==> src/rtl/riscky_pkg.sv <==
// riscky_pkg: shared core constants plus the fetch-side types.
//   XLEN/ILEN        : address and instruction widths
//   IMEM_WORDS       : number of implemented instruction-memory words
//   IMEM_AW          : instruction-memory word-index width
//   fetch_state_t    : fetch sequencer states
//   fetch_entry_t    : one fetch-queue entry {pc, instr}
package riscky_pkg;

  localparam int unsigned XLEN             = 32;
  localparam int unsigned ILEN             = 32;
  localparam int unsigned IMEM_WORDS       = 16;
  localparam int unsigned IMEM_AW          = 4;
  localparam int unsigned FQ_DEPTH_DEFAULT = 2;

  typedef enum logic [1:0] {
    BOOT,
    RUN,
    HALT
  } fetch_state_t;

  typedef struct packed {
    logic [XLEN-1:0] pc;
    logic [ILEN-1:0] instr;
  } fetch_entry_t;

  // True when a word index (byte address >> 2) hits implemented memory.
  function automatic logic imem_word_ok(logic [XLEN-3:0] word_idx);
    return word_idx < (XLEN-2)'(IMEM_WORDS);
  endfunction

endpackage

==> src/rtl/instr_fetch_if.sv <==
// instr_fetch_if: bundle of the fetch unit's memory, redirect and decode-side signals.
//   imem_addr/imem_rdata       : combinational instruction-memory read
//   redirect_valid/redirect_pc : PC load request from execute/trap logic
//   out_valid/out_ready        : decode handshake, carrying out_instr/out_pc
//   fetch_fault                : sticky misaligned/out-of-range indication
// master = fetch unit, slave = memory/decode/redirect side.
interface instr_fetch_if;
  import riscky_pkg::*;

  logic [IMEM_AW-1:0] imem_addr;
  logic [ILEN-1:0]    imem_rdata;
  logic               redirect_valid;
  logic [XLEN-1:0]    redirect_pc;
  logic               out_valid;
  logic               out_ready;
  logic [ILEN-1:0]    out_instr;
  logic [XLEN-1:0]    out_pc;
  logic               fetch_fault;

  modport master (
    output imem_addr,
    input  imem_rdata,
    input  redirect_valid,
    input  redirect_pc,
    output out_valid,
    input  out_ready,
    output out_instr,
    output out_pc,
    output fetch_fault
  );

  modport slave (
    input  imem_addr,
    output imem_rdata,
    output redirect_valid,
    output redirect_pc,
    input  out_valid,
    output out_ready,
    input  out_instr,
    input  out_pc,
    input  fetch_fault
  );

endinterface

==> src/rtl/fetch_fifo.sv <==
// fetch_fifo: small shift-register FIFO of fetch_entry_t.
//   i_push/i_data : enqueue (accepted when not full, or full with a same-cycle pop)
//   i_pop         : dequeue head (ignored when empty)
//   i_flush       : discard all entries; wins over push and pop
//   o_full/o_empty: occupancy flags
//   o_head        : entry 0, always a register; holds its last value when empty
module fetch_fifo
  import riscky_pkg::*;
#(
  parameter int unsigned FQ_DEPTH = FQ_DEPTH_DEFAULT
) (
  input  logic         clk,
  input  logic         rst_n,
  input  logic         i_push,
  input  logic         i_pop,
  input  logic         i_flush,
  input  fetch_entry_t i_data,
  output logic         o_full,
  output logic         o_empty,
  output fetch_entry_t o_head
);

  localparam int unsigned IW = $clog2(FQ_DEPTH);
  localparam int unsigned CW = $clog2(FQ_DEPTH + 1);

  fetch_entry_t  r_mem [FQ_DEPTH];
  logic [CW-1:0] r_count;
  logic          w_do_pop;
  logic          w_do_push;
  logic [IW-1:0] w_wr_idx;

  assign o_full    = (r_count == CW'(FQ_DEPTH));
  assign o_empty   = (r_count == '0);
  assign w_do_pop  = i_pop && !o_empty;
  assign w_do_push = i_push && (!o_full || w_do_pop);
  // Write slot after the optional shift; only meaningful when w_do_push.
  assign w_wr_idx  = IW'(w_do_pop ? r_count - 1'b1 : r_count);
  assign o_head    = r_mem[0];

  always_ff @(posedge clk or negedge rst_n) begin
    if (!rst_n) begin
      r_count <= '0;
      for (int i = 0; i < FQ_DEPTH; i++) begin
        r_mem[i] <= '0;
      end
    end else if (i_flush) begin
      // Storage untouched so the head keeps presenting its last value.
      r_count <= '0;
    end else begin
      // Popping the last entry leaves slot 0 as-is so out_* hold.
      if (w_do_pop) begin
        for (int i = 0; i < FQ_DEPTH - 1; i++) begin
          if (CW'(i + 1) < r_count) begin
            r_mem[i] <= r_mem[i+1];
          end
        end
      end
      if (w_do_push) begin
        r_mem[w_wr_idx] <= i_data;
      end
      r_count <= r_count + CW'(w_do_push) - CW'(w_do_pop);
    end
  end

endmodule

==> src/rtl/instr_fetch.sv <==
// instr_fetch: fetch-side initiator for instruction memory.
//   clk, rst_n : core clock, asynchronous active-low reset
//   io_bus     : instr_fetch_if.master -- imem read port, redirect input,
//                decode valid/ready output with {out_pc, out_instr}, fetch_fault
// Owns the PC, pushes {pc, imem_rdata} into a small queue each RUN cycle the
// queue can accept, flushes on redirect and halts on bad fetch addresses.
module instr_fetch
  import riscky_pkg::*;
#(
  parameter logic [XLEN-1:0] RESET_PC = 32'h0000_0000,
  parameter int unsigned     FQ_DEPTH = FQ_DEPTH_DEFAULT
) (
  input  logic          clk,
  input  logic          rst_n,
  instr_fetch_if.master io_bus
);

  fetch_state_t    r_state, w_state_next;
  logic [XLEN-1:0] r_pc, w_pc_next;
  logic            r_fault, w_fault_next;

  logic            w_push, w_flush, w_pop;
  logic            w_full, w_empty;
  logic            w_pc_ok, w_redir_ok;
  fetch_entry_t    w_push_entry, w_head;

  assign w_pc_ok      = imem_word_ok(r_pc[XLEN-1:2]);
  assign w_redir_ok   = (io_bus.redirect_pc[1:0] == 2'b00) &&
                        imem_word_ok(io_bus.redirect_pc[XLEN-1:2]);
  assign w_pop        = !w_empty && io_bus.out_ready;
  assign w_push_entry = '{pc: r_pc, instr: io_bus.imem_rdata};

  always_comb begin
    w_state_next = r_state;
    w_pc_next    = r_pc;
    w_fault_next = r_fault;
    w_push       = 1'b0;
    w_flush      = 1'b0;

    if (io_bus.redirect_valid) begin
      // Redirect overrides any push/pop decided this cycle.
      w_flush   = 1'b1;
      w_pc_next = io_bus.redirect_pc;
      if (w_redir_ok) begin
        w_state_next = RUN;
        w_fault_next = 1'b0;
      end else begin
        w_state_next = HALT;
        w_fault_next = 1'b1;
      end
    end else begin
      unique case (r_state)
        BOOT: w_state_next = RUN;
        RUN: begin
          if (!w_pc_ok) begin
            w_state_next = HALT;
            w_fault_next = 1'b1;
          end else if (!w_full || w_pop) begin
            w_push    = 1'b1;
            w_pc_next = r_pc + 32'd4;
          end
        end
        HALT: ;
        default: w_state_next = BOOT;
      endcase
    end
  end

  always_ff @(posedge clk or negedge rst_n) begin
    if (!rst_n) begin
      r_state <= BOOT;
      r_pc    <= RESET_PC;
      r_fault <= 1'b0;
    end else begin
      r_state <= w_state_next;
      r_pc    <= w_pc_next;
      r_fault <= w_fault_next;
    end
  end

  fetch_fifo #(
    .FQ_DEPTH (FQ_DEPTH)
  ) u_fifo (
    .clk     (clk),
    .rst_n   (rst_n),
    .i_push  (w_push),
    .i_pop   (w_pop),
    .i_flush (w_flush),
    .i_data  (w_push_entry),
    .o_full  (w_full),
    .o_empty (w_empty),
    .o_head  (w_head)
  );

  assign io_bus.imem_addr = r_pc[IMEM_AW+1:2];
  assign io_bus.out_valid = !w_empty;
  assign io_bus.out_instr = w_head.instr;
  assign io_bus.out_pc    = w_head.pc;
  // Raised already in the cycle a RUN-state PC walks off the end of memory.
  assign io_bus.fetch_fault = r_fault || ((r_state == RUN) && !w_pc_ok);

endmodule

==> src/flat_wrapper.sv <==
// flat-port wrapper written by rule: the top's interface ports become plain ports
module instr_fetch_flat import riscky_pkg::*;
#(
  parameter logic [XLEN-1:0] RESET_PC = 32'h0000_0000,
  parameter int unsigned     FQ_DEPTH = FQ_DEPTH_DEFAULT
)
  (clk, rst_n, io_bus_imem_addr, io_bus_imem_rdata, io_bus_redirect_valid, io_bus_redirect_pc, io_bus_out_valid, io_bus_out_ready, io_bus_out_instr, io_bus_out_pc, io_bus_fetch_fault);
  instr_fetch_if io_bus_i ();
  input  logic clk;
  input  logic rst_n;
  output wire logic [$bits(io_bus_i.imem_addr)-1:0] io_bus_imem_addr;
  input wire logic [$bits(io_bus_i.imem_rdata)-1:0] io_bus_imem_rdata;
  input wire logic [$bits(io_bus_i.redirect_valid)-1:0] io_bus_redirect_valid;
  input wire logic [$bits(io_bus_i.redirect_pc)-1:0] io_bus_redirect_pc;
  output wire logic [$bits(io_bus_i.out_valid)-1:0] io_bus_out_valid;
  input wire logic [$bits(io_bus_i.out_ready)-1:0] io_bus_out_ready;
  output wire logic [$bits(io_bus_i.out_instr)-1:0] io_bus_out_instr;
  output wire logic [$bits(io_bus_i.out_pc)-1:0] io_bus_out_pc;
  output wire logic [$bits(io_bus_i.fetch_fault)-1:0] io_bus_fetch_fault;
  assign io_bus_imem_addr = io_bus_i.imem_addr;
  assign io_bus_i.imem_rdata = io_bus_imem_rdata;
  assign io_bus_i.redirect_valid = io_bus_redirect_valid;
  assign io_bus_i.redirect_pc = io_bus_redirect_pc;
  assign io_bus_out_valid = io_bus_i.out_valid;
  assign io_bus_i.out_ready = io_bus_out_ready;
  assign io_bus_out_instr = io_bus_i.out_instr;
  assign io_bus_out_pc = io_bus_i.out_pc;
  assign io_bus_fetch_fault = io_bus_i.fetch_fault;
  instr_fetch #(.RESET_PC(RESET_PC), .FQ_DEPTH(FQ_DEPTH)) u_core (.clk(clk), .rst_n(rst_n), .io_bus(io_bus_i));
endmodule
==> config.mk <==
export PLATFORM = sky130hd
export DESIGN_NAME = instr_fetch_flat
export DESIGN_NICKNAME = d
export VERILOG_FILES = /design/src/rtl/riscky_pkg.sv /design/src/rtl/instr_fetch_if.sv /design/src/rtl/fetch_fifo.sv /design/src/rtl/instr_fetch.sv /design/src/flat_wrapper.sv
export SDC_FILE = /design/constraint.sdc
export NUM_CORES = 1
export LEC_CHECK = 0
export BUFFER_PORTS_ARGS = -buffer_cell sky130_fd_sc_hd__buf_2
export CAP_MARGIN = 25
export CORE_ASPECT_RATIO = 1.2
export CORE_MARGIN = 4
export CORE_UTILIZATION = 43
export CTS_CLUSTER_SIZE = 28
export DETAILED_ROUTE_END_ITERATION = 16
export GPL_TIMING_DRIVEN = 0
export PLACE_DENSITY = 0.64
export SLEW_MARGIN = 5
export SYNTH_ARGS = -nofsm -noshare
export SYNTH_HDL_FRONTEND = slang
export SYNTH_SLANG_ARGS = --single-unit
==> constraint.sdc <==
create_clock -name clk -period 3.67 [get_ports clk]
set_input_delay 0.1835 -clock clk [delete_from_list [all_inputs] [get_ports clk]]
set_output_delay 0.1835 -clock clk [all_outputs]
set_load 0.02 [all_outputs]
======== Word-level counts from Yosys, hierarchy flattened ========
Index checks and enable logic that the tools add are counted.
word-level totals
  flip-flop bits (word level) ............. 165
  bits of input ports ..................... 68
  output and inout bits ................... 70
  word-level logic and storage cells ...... 73
cells by class
  $add $sub $neg .......................... 4
  magnitude comparators ................... 5
  eq/ne operators ......................... 6
  multiplexer cells ....................... 26
  bitwise gates (word level) .............. 2
  reduce and logical (&&, ||, !) cells .... 22
operators with widths
  kind                                                                           count
  64-bit two-way mux                                                             4
  128-bit bitwise mux                                                            1
  128-bit two-way mux                                                            1
  32-bit two-way mux                                                             4
  64-bit demux with 1-bit select                                                 1
  30-bit by 5-bit less-than comparator with 1-bit output, second input constant  2
  32-bit by 3-bit adder with 32-bit output, second input constant                1
  1-bit two-way mux                                                              10
  2-bit two-way mux                                                              4
  1-bit logical AND                                                              6
  2-bit zero test                                                                3
  2-bit one-hot mux with 3 select lines                                          1
  2-bit AND reduction                                                            3
  2-bit nonzero test                                                             3
  2-bit equality test, second input constant                                     2
  2-bit inequality test, second input constant                                   2
  1-bit zero test                                                                3
  1-bit logical OR                                                               3
  3-bit inequality test, second input constant                                   1
  3-bit AND reduction                                                            1
  2-bit by 1-bit adder with 2-bit output                                         1
  2-bit by 1-bit equality test with 1-bit output, second input constant          1
  2-bit greater-or-equal comparator, second input constant                       1
  1-bit by 2-bit less-than comparator with 1-bit output, first input constant    1
  other kinds (5)                                                                5

======== Depth between registers and ports, before layout ========
Gate-level depths: netlist of run 1.
  depth in word-level cells ............... 12
  mapped depth ............................ 10
  mapped depth without buffers ............ 9

======== Hierarchy ========
From an unflattened synthesis of run 1, not the netlist that was laid out.
second synthesis, totals
  cells, all modules ...................... 725
  area total of the unflattened synthesis .. 8316.7 µm²
by module, submodules not included
  module       instances  cells an instance  area each (µm²)  sequential area each (µm²)
  fetch_fifo   1          588                6693.9           3253.1
  instr_fetch  1          137                1622.8           875.8

======== Worst setup path after synthesis of run 1 ========
No wires, ideal clock.
  path kind ............................... register to register
  start ................................... reg u_core.r_pc[13]
  end ..................................... reg u_core.u_fifo.r_count[0]
  setup time .............................. 0.137 ns
  arrival time ............................ 2.496 ns
  data required time ...................... 3.533 ns
  path slack .............................. 1.037 ns
  stages on the path, launching flop included .. 9
  path buffers ............................ 1
  period minus slack after synthesis ...... 2.633 ns
  cell sequence ........................... dfrtp_1 > or4_1 > or3_1 > buf_2 > or3b_2 > ha_1 > inv_1 > ha_1 > nor2b_1
between the ends
  cells in the longest elaborated chain, start to end .. 8
RTL lines
  item                                                    RTL line           source
  from (decl)                                             instr_fetch.sv:19  logic [XLEN-1:0] r_pc, w_pc_next;
  from (signal assigned)                                  instr_fetch.sv:76  r_pc <= w_pc_next;
  30-bit by 5-bit less-than comparator with 1-bit output  riscky_pkg.sv:28   return word_idx < (XLEN-2)'(IMEM_WORDS);
  1-bit two-way mux                                       instr_fetch.sv:55  if (!w_pc_ok) begin
  1-bit two-way mux                                       instr_fetch.sv:52  unique case (r_state)
  1-bit two-way mux                                       instr_fetch.sv:40  if (io_bus.redirect_valid) begin
  1-bit logical AND                                       fetch_fifo.sv:35   assign w_do_push = i_push && (!o_full || w_do_pop);
  2-bit by 1-bit adder with 2-bit output                  fetch_fifo.sv:61   r_count <= r_count + CW'(w_do_push) - CW'(w_do_pop);
  2-bit by 1-bit subtractor with 2-bit output             fetch_fifo.sv:61
  2-bit two-way mux                                       fetch_fifo.sv:46   end else if (i_flush) begin
  to (signal assigned)                                    fetch_fifo.sv:61
  to (decl)                                               fetch_fifo.sv:27   logic [CW-1:0] r_count;
Every way passes these cells.
A chain may end at the register's enable or synchronous reset.

======== Worst setup path after layout of run 1 ========
  start ................................... reg u_core.r_pc[24]
  end ..................................... reg u_core.u_fifo.r_count[0]
Same word-level chain as after synthesis.

==> reports/metrics.cfg, run 1 <==
[final_layout]
multiInputGateArea_um2=2328
area_delta_synth_final_pct=27.82
diodes=0
final-seq-area_um2=4129
fillCellCount=1417
layout-drive-gt1-share=0.4460
design_area_um2=9129
final_cell_count_no_fill=999
final_nets=845

[outcome]
status=finished clean

[global_route]
grt_max_degree=85
grt_util_all_layers=0.1741
antenna_found_initial=0
grt_pass1_wl_mm=26.23
overflow=0
grt_pass1_vias=5221

[yosys]
yosysWarnings=0
synth_most_common_cell=dfrtp_1
synth_common_cells=dfrtp_1 (165), buf_4 (68), mux2_2 (65), nor2_1 (48), nand2_1 (45)
avgSynthCellArea_um2=12.38
yosysSeqAreaShare=0.5781
synth_edf_count=0
synth_top_area_share=0.5781
dominantRegCellSynth=dfrtp_1
syn-num-nets=648
synthCells=577
yosys_register_bits=165
synth_top_area_cell=dfrtp_1
syn_area_um2=7142
synth.area.top_cells=dfrtp_1 (58%), mux2_2 (10%), buf_4 (7.1%), o221a_2 (6.0%), a22o_1 (3.2%)
async_flop_share=1.000
ys_types=37

[cts]
cts_resized=0
clkLatencyLatePin_ns=0.43
numCtsBuffers=17
clock_path_buffers=2
htree_levels=4
cts-root-buf=clkbuf_16
clock-sinks=165
cts_tree=yes
path_clk_slew_ns=0.07

[setup_path]
crit_slowest_cell=or3b_2
rrSetupSlack_ns=0.65
crit_top_cell=ha_1
critPathBufInv=2
end_kind=flop
crit_family=simple AND/OR/NAND/NOR gates
cp.required_ns=3.95
critPathLaunchType=flop
cp_max_fo=6
slowest_delay_ns=0.48
crit_type=flop to flop
arrival_ns=3.30
path_cells=nor4_1 > nand4_1 > or3_1 > buf_2 > or3b_2 > ha_1 > inv_1 > ha_1 > nor2b_1

[placement]
dp_cells=926
placed_area_um2=8125
port_buffers=136
place_congestion=0.7575
dp_hpwl_mm=11.11
place_ws_ns=0.6330

[floorplan]
rows=51
die-height_um=149.2
initial_core_util=0.4389
io_pins=138
coreArea_um2=16270
chipWidth_um=125.6
die_area_um2=18740

[sta]
maxSlewViolCount=0
worst_slack_ns=0.6494
skew_ns=0.01131
post-route-min-period_ns=3.021
hold_viol=0
setup_tns_ns=0
relSlewSlack=0.5197
worst_pin_slew_ns=0.7205
period_share=0.8231
setup_viol=0
clock.fmax_ghz=0.3311
grt_setup_unrepaired=false

[route]
drtIter0Drc=201
drcViolationCount=0
routed_wl_mm=15.67
viasPerCell=4.911
num_vias=4906
ant_nets=0
drtPass1Iterations=4
avgRoutedWirePerCell_um=15.68

[power_and_ir_drop]
powerDensity_nw_per_um2=606.6
ir_drop_mv=0.3064
p_leak_nw=4.571

[job]
maxCapViolCount=0

[hold_path]
hold_class=input pin to flop

==> layout make-up <==
type | instances | share of cell area
sequential | 165 | 0.4523
clock buffer | 18 | 0.04811
clock inverter | 14 | 0.01686
inverter | 3 | 0.001234
timing repair buffer | 178 | 0.1236
buffer | 102 | 0.07374
multi-input combinational | 307 | 0.2551
tap | 212 | 0.02906
==> worst register-to-register path, stage by stage (launching register included) <==
cell     delay [ns]
dfrtp_1        0.38
nor4_1         0.40
nand4_1        0.32
or3_1          0.43
buf_2          0.17
or3b_2         0.48
ha_1           0.28
inv_1          0.04
ha_1           0.25
nor2b_1        0.13
==> path summary, 6_finish.rpt <==
check / cells past startpoint / end / start
setup / recovery: 9 / u_core.u_fifo.r_count[0] / u_core.r_pc[24]
hold / removal: 2 / flop / io_bus_imem_rdata[15]
setup reg to reg: 9 / u_core.u_fifo.r_count[0] / u_core.r_pc[24]
hold reg to reg: 1 / u_core.u_fifo.o_head[55] / flop
max in group asynchronous: 3 / u_core.u_fifo.o_head[23] / rst_n
min in group asynchronous: 2 / u_core.r_pc[15] / rst_n
==> layout by cell type (no fill, tap or decap), types with 5 or more instances in the layout <==
cell type	instances
mux2_2	65
o221a_2	38
nor4_1	11
buf_4	68
a22o_1	26
buf_2	139
dfrtp_1	165
clkbuf_1	24
nor2b_1	31
clkbuf_16	17
nor2_1	48
nand2_1	45
dlygate4sd3_1	41
clkinvlp_4	6
nand4_1	5
==> layer usage <==
metal  share of wire  GRT usage  wire length (um)
met1            0.44     0.2179              6825
met2            0.51     0.2934              7934
met3           0.041    0.04262               648
met4           0.017    0.06508               260
met5               0          0                 0
==> per-stage QoR <==
step | hold slack, ns | total power [mW] | utilization
3_5_place_dp | 0.2209 | 3.796 | 0.4993
2_1_floorplan | -0.1121 | 3.348 | -
4_1_cts | 0.001739 | 5.601 | 0.5604
3_3_place_gp | 0.4206 | 3.751 | 0.4970
6_report | 0.01806 | 5.537 | 0.5610
5_1_grt | 0.007555 | 5.818 | 0.5610
==> kinds of logic (layout without fill, tap and decap cells) <==
logic type               after synthesis  after routing  synth area share
flip-flops                           165            165            0.5781
AND/OR/NAND/NOR                      153            153            0.1037
XOR/XNOR                               5              5          0.006131
multiplexers                          68             68            0.1067
buffers and inverters                105            315           0.09583
AO/OA/AOI/OAI                         78             78            0.1042
adder cells (fa/ha/maj)                3              3          0.005256
==> power breakdown <==
part	leakage [nW]	switching [mW]	internal, mW
combinational	2.16	0.706	0.830
clock	0.271	0.735	1.02
sequential	2.14	0.160	2.08
total	4.57	1.60	3.94
==> timing repair <==
action | in CTS | in global routing
hold endpoints to repair | 122 | 1
hold buffers | 40 | 1
setup buffers | 0 | 0
setup endpoints to repair | 0 | 0
(Power assumes the default switching activity.)
==> run 2, diff against run 1 <==
- ABC_AREA: not set -> 1
- PLACE_DENSITY: 0.64 -> 0.65
- clock period: 3.67 -> 2.45 ns (I/O delays scaled with it)
==> reports/metrics.cfg, run 2 <==
[yosys]
synth_top_area_cell=dfrtp_1
synth_most_common_cell=nand2_1
ys_types=33  ; -11%
yosysSeqAreaShare=0.4975  ; -0.08062
yosysWarnings=0  ; unchanged
synth_edf_count=0  ; unchanged
syn-num-nets=1071  ; +65%
yosys_register_bits=165  ; unchanged
avgSynthCellArea_um2=8.299  ; -33%
syn_area_um2=8299  ; +16%
synth_top_area_share=0.4975  ; -0.08062
synth_common_cells=nand2_1 (254), dfrtp_1 (165), nand3_1 (124), inv_1 (117), o21ai_0 (71)
dominantRegCellSynth=dfrtp_1
async_flop_share=1.000  ; unchanged
synth.area.top_cells=dfrtp_1 (50%), nand2_1 (11%), nand3_1 (7.5%), buf_4 (6.2%), inv_1 (5.3%)
synthCells=1000  ; +73%

[global_route]
overflow=0  ; unchanged
grt_pass1_wl_mm=35.19  ; +34%
antenna_found_initial=2  ; +2
grt_pass1_vias=7053  ; +35%
grt_max_degree=99  ; +16%
grt_util_all_layers=0.2019  ; +0.02782

[sta]
grt_setup_unrepaired=false
worst_pin_slew_ns=0.7332  ; +0.01268 ns
hold_viol=0  ; unchanged
worst_slack_ns=0.2215  ; -0.4278 ns
post-route-min-period_ns=2.228  ; -0.7922 ns
skew_ns=0.009060  ; -0.002247 ns
setup_viol=0  ; unchanged
maxSlewViolCount=0  ; unchanged
clock.fmax_ghz=0.4487  ; +36%
period_share=0.9096  ; +0.08652
relSlewSlack=0.5112  ; -0.008453

[cts]
htree_levels=4  ; unchanged
numCtsBuffers=17  ; unchanged
cts_tree=yes
path_clk_slew_ns=0.06  ; about the same
cts-root-buf=clkbuf_16
clock_path_buffers=2  ; unchanged
clock-sinks=165  ; unchanged
clkLatencyLatePin_ns=0.42  ; about the same

[setup_path]
crit_top_cell=inv_1
cp_max_fo=10  ; +4
slowest_delay_ns=0.38  ; -0.10 ns
cp.required_ns=2.73  ; -1.22 ns
crit_slowest_cell=dfrtp_1
rrSetupSlack_ns=0.22  ; -0.43 ns
path_cells=nor2_1 > inv_1 > nor3_1 > nand3_4 > nor2_4 > buf_4 > inv_1 > ha_1 > inv_1 > ha_1 > xor2_1 > nor2_1
arrival_ns=2.51  ; -0.79 ns
critPathLaunchType=flop
crit_type=flop to flop
end_kind=flop

[floorplan]
io_pins=138  ; unchanged
chipWidth_um=134.8  ; +7.3%
initial_core_util=0.4385  ; about the same
die_area_um2=21600  ; +15%
coreArea_um2=18920  ; +16%
die-height_um=160.2  ; +7.4%
rows=55  ; +7.8%

[final_layout]
final_common_cell=nand2_1
area_delta_synth_final_pct=27.82  ; about the same
final_cell_mix=nand2_1 (254), dfrtp_1 (165), buf_2 (147)
fillCellCount=1701  ; +20%
final_nets=1293  ; +53%
layout-drive-gt1-share=0.2297  ; -0.2163
design_area_um2=10610  ; +16%

[route]
viasPerCell=4.804  ; -2.2%
avgRoutedWirePerCell_um=14.30  ; -8.8%
drcViolationCount=0  ; unchanged
ant_nets=0  ; unchanged
routed_wl_mm=21.29  ; +36%
drtPass1Iterations=5  ; +1
drtIter0Drc=444  ; +120%
num_vias=7153  ; +46%

[hold_path]
hold_class=input pin to flop

[placement]
place_congestion=0.8167  ; +7.8%
placed_area_um2=9343  ; +15%
dp_hpwl_mm=14.57  ; +31%
port_buffers=137  ; +0.74%
place_ws_ns=-0.1826  ; -0.8156 ns

[job]
maxCapViolCount=0  ; unchanged

[power_and_ir_drop]
powerDensity_nw_per_um2=612.3  ; +0.94%
p_leak_nw=5.791  ; +27%
ir_drop_mv=0.4486  ; +46%

[outcome]
status=finished clean

==> run 2: cell types whose count changed after synthesis, sizes merged, moves of 38 or more <==
| cell | before | now |
|---|---|---|
| o21ai | 5 | 110 |
| inv | 3 | 118 |
| mux2 | 65 | 0 |
| nand2 | 45 | 255 |
| nand3 | 1 | 125 |
| o221a | 38 | 0 |
==> run 2: worst paths after layout <==
check	from	cells past startpoint	to
setup / recovery	u_core.r_pc[7]	12	u_core.u_fifo.r_count[1]
hold / removal	io_bus_redirect_pc[7]	3	u_core.r_pc[7]
setup reg to reg	u_core.r_pc[7]	12	u_core.u_fifo.r_count[1]
hold reg to reg	flop	2	flop
max in group asynchronous	rst_n	3	u_core.u_fifo.o_head[19]
min in group asynchronous	rst_n	2	asynchronous set/reset pin
==> run 2: metrics by stage <==
| step | setup TNS, ns | power (mW) | hold slack [ns] | utilization | cells |
|---|---|---|---|---|---|
| floorplan | 0 | 3.411 | -0.1731 | - | 1000 |
| finish | 0 | 6.495 | 0.02940 | 0.5605 | 1489 |
| detailed placement | -0.3177 | 3.700 | 0.2086 | 0.4937 | 1394 |
| global placement | -224.03 | 3.682 | 0.3509 | 0.4917 | 1393 |
| CTS | 0 | 6.552 | 0.02646 | 0.5588 | 1485 |
| global route | 0 | 6.766 | 0.02129 | 0.5605 | 1489 |
==> run 2: power breakdown <==
group | switching, mW | internal [mW] | total (mW)
logic | 0.452 | 0.355 | 0.806
clock network | 1.06 | 1.72 | 2.77
registers | 0.0690 | 2.85 | 2.91
total | 1.58 | 4.92 | 6.50
==> run 2: layout make-up <==
type	count	area [um2]	share of cell area
clock buffers	20	446.7	0.04211
repair buffers	203	1366	0.1288
plain buffers	124	794.5	0.07490
well taps	256	320.3	0.03020
clock inverters	9	155.1	0.01463
diodes	1	2.502	0.0002359
flip-flops and latches	165	4129	0.3892
multi-input cells	592	2947	0.2778
inverters	119	446.7	0.04211
==> run 2: per-layer routing <==
metal	up-vias	wire length (um)	track usage
met5	-	13	0
met2	227	10190	0.3291
met3	46	1170	0.03718
met4	2	540	0.07130
li1	3552	-	-
met1	3326	9383	0.2699
==> run 2: timing repair <==
action / in CTS / in global routing
endpoints found under the hold margin: 158 / 0
setup endpoints to repair: 2 / 2
setup buffers: 0 / 3
hold buffers: 62 / 0
pin swaps: 0 / 1
gates resized for setup: 3 / 1
==> run 2: kinds of logic after synthesis <==
group                    after synthesis  share of synthesized area
multiplexers                          37                    0.04463
AO/OA/AOI/OAI                        119                    0.08126
AND/OR/NAND/NOR                      429                     0.2186
adder cells (fa/ha/maj)                3                   0.004523
XOR/XNOR                               4                   0.004222
flip-flops                           165                     0.4975
buffers and inverters                243                     0.1493
==> run 2: critical path, delay by kind of cell, from the launching register on <==
family / cells / cell delay, ns
flip-flops: 1 / 0.38
XOR/XNOR: 1 / 0.14
buffers and inverters: 4 / 0.35
AND/OR/NAND/NOR: 5 / 0.79
adder cells (fa/ha/maj): 2 / 0.43
==> run 3, diff against run 2 <==
- ABC_AREA: 1 -> not set
- PLACE_DENSITY: 0.65 -> 0.66
==> reports/metrics.cfg, run 3 (synthesis results as in run 1) <==
[outcome]
status=finished with violations
violations=negative setup slack

[sta]
setup_viol=46  ; +46
grt_setup_unrepaired=true
period_share=1.058  ; +0.1487
hold_viol=0  ; unchanged
worst_pin_slew_ns=0.7011  ; -0.03208 ns
skew_ns=0.009906  ; +0.0008463 ns
relSlewSlack=0.5326  ; +0.02138
setup_tns_ns=-2.687  ; -2.687 ns
clock.fmax_ghz=0.3857  ; -14%
worst_slack_ns=-0.1429  ; -0.3644 ns
maxSlewViolCount=0  ; unchanged
post-route-min-period_ns=2.593  ; +0.3644 ns

[power_and_ir_drop]
p_leak_nw=4.879  ; -16%
powerDensity_nw_per_um2=848.1  ; +39%
internal-power_mw=6.011  ; +22%
p_comb_frac=0.289  ; +0.165
pwr-share-seq=0.401  ; -0.048
netSwitchingFraction=0.2861  ; +0.04300
clkPwrFrac=0.310  ; -0.117
p_sw_mw=2.409  ; +53%
ir_drop_mv=0.4629  ; +3.2%

[hold_path]
hold_class=input pin to asynchronous set/reset pin

[final_layout]
final_nets=885  ; -32%
final_cell_mix=dfrtp_1 (165), buf_2 (137), buf_4 (79)
layout-drive-gt1-share=0.4734  ; +0.2437
design_area_um2=9928  ; -6.4%
finalCoreUtilization=0.6102  ; +0.04962
area_delta_synth_final_pct=39.02
diodes=0  ; -1
final_common_cell=dfrtp_1

[setup_path]
worstSetupPathDepth=9  ; -3
regToRegEndpoint=u_core.u_fifo.r_count[1]
crit_type=flop to flop
crit_slowest_cell=or3_4
critPathBufInv=1  ; -3
slowest_delay_ns=0.46  ; +0.08 ns
end_kind=flop
crit_family=simple AND/OR/NAND/NOR gates
critPathLaunchType=flop
cp.required_ns=2.74  ; about the same
cp_max_fo=3  ; -7
crit_top_cell=ha_4
arrival_ns=2.88  ; +0.37 ns
path_cells=nor4_2 > nand4_1 > or3_4 > or3b_4 > ha_4 > inv_2 > ha_4 > xnor2_2 > nor2_1
reg2regPathDepth=9  ; -3
reg2reg_from=u_core.r_pc[30]
rrSetupSlack_ns=-0.14  ; -0.36 ns

[route]
viasPerCell=4.989  ; +3.9%
num_vias=5179  ; -28%
ant_nets=0  ; unchanged
drtIter0Drc=263  ; -41%
avgRoutedWirePerCell_um=16.67  ; +17%
drtPass1Iterations=4  ; -1
drcViolationCount=0  ; unchanged
routed_wl_mm=17.31  ; -19%

[cts]
path_clk_slew_ns=0.06  ; about the same
cts_tree=yes
clock_path_buffers=2  ; unchanged
clock-sinks=165  ; unchanged
cts-root-buf=clkbuf_16
clkLatencyLatePin_ns=0.42  ; about the same
htree_levels=4  ; unchanged
numCtsBuffers=17  ; unchanged

[floorplan]
die_area_um2=18740  ; -13%
chipWidth_um=125.6  ; -6.8%
coreArea_um2=16270  ; -14%
initial_core_util=0.4389  ; about the same
die-height_um=149.2  ; -6.9%
rows=51  ; -7.3%
io_pins=138  ; unchanged

[global_route]
grt_util_all_layers=0.1877  ; -0.01415
overflow=0  ; unchanged
grt_pass1_wl_mm=28.30  ; -20%
antenna_found_initial=0  ; -2
grt_pass1_vias=5594  ; -21%
grt_max_degree=85  ; -14%

[placement]
place_congestion=0.7877  ; -3.6%
placed_area_um2=8159  ; -13%
port_buffers=136  ; -0.73%
dp_hpwl_mm=11.39  ; -22%

[job]
maxCapViolCount=0  ; unchanged

run 3: changes by cell type in the layout (fill, tap and decap cells not counted), sizes merged, moves of 9 or more:
| cell | before | now |
|---|---|---|
| a22o | 0 | 26 |
| clkbuf | 55 | 46 |
| inv | 118 | 3 |
| mux2 | 0 | 65 |
| mux2i | 37 | 3 |
| nand2 | 255 | 45 |
| nand3 | 125 | 1 |
| nor2 | 38 | 48 |
| nor2b | 0 | 31 |
| nor4 | 1 | 11 |
| o21ai | 110 | 5 |
| o221a | 0 | 38 |
run 3: metal layers:
layer / up-vias / track usage / wire length, um
li1: 2442 / - / -
met1: 2592 / 0.2313 / 7351
met2: 119 / 0.3298 / 9019
met3: 26 / 0.03367 / 601
met4: 0 / 0.07050 / 333
met5: - / 0 / 0
run 3: cell type report:
cell class,instances,area [um2]
Buffer,100,764.5
Clock buffer,23,478.0
Clock inverter,8,100.1
Fill cell,1304,6344
Inverter,3,11.26
Multi-Input combinational cell,307,2555
Sequential cell,165,4129
Tap cell,212,265.3
Timing Repair Buffer,220,1625
run 3: worst max path at each step:
| stage | from | end | slack [ns] |
|---|---|---|---|
| floorplan | u_core.r_pc[15] | u_core.u_fifo.r_count[0] | -0.02 |
| global placement | rst_n | u_core.r_pc[22] | -1.12 |
| detailed placement | u_core.r_pc[21] | flop | -0.47 |
| CTS | u_core.r_pc[24] | u_core.u_fifo.r_count[0] | -0.11 |
| global route | u_core.r_pc[18] | u_core.u_fifo.r_count[1] | -0.20 |
| finish | u_core.r_pc[30] | u_core.u_fifo.r_count[1] | -0.14 |
run 3: stage by stage:
stage / hold slack, ns / power, mW / instances / setup slack (ns)
floorplan: -0.1731 / 5.031 / 577 / -0.01916
global placement: 0.3531 / 5.631 / 925 / -1.117
detailed placement: 0.1527 / 5.717 / 926 / -0.4709
CTS: 0.2688 / 8.463 / 1031 / -0.1113
global route: 0.3011 / 8.818 / 1038 / -0.1954
finish: 0.2680 / 8.420 / 1038 / -0.1429
run 3: power groups by stage:
stage | Sequential (mW) | Combinational [mW] | Clock, mW
3_5_place_dp | 3.42 | 2.30 | 0
6_report | 3.38 | 2.43 | 2.61
2_1_floorplan | 3.33 | 1.70 | 0
5_1_grt | 3.42 | 2.61 | 2.78
4_1_cts | 3.37 | 2.42 | 2.67
3_3_place_gp | 3.39 | 2.24 | 0
run 3: timing repair:
item / CTS / global route
gates resized for setup: 68 / 33
hold buffers: 65 / 0
buffers inserted: 10 / 3
pin swaps: 4 / 8
setup endpoints to repair: 105 / 125
endpoints found under the hold margin: 174 / 0
gates cloned: 0 / 5
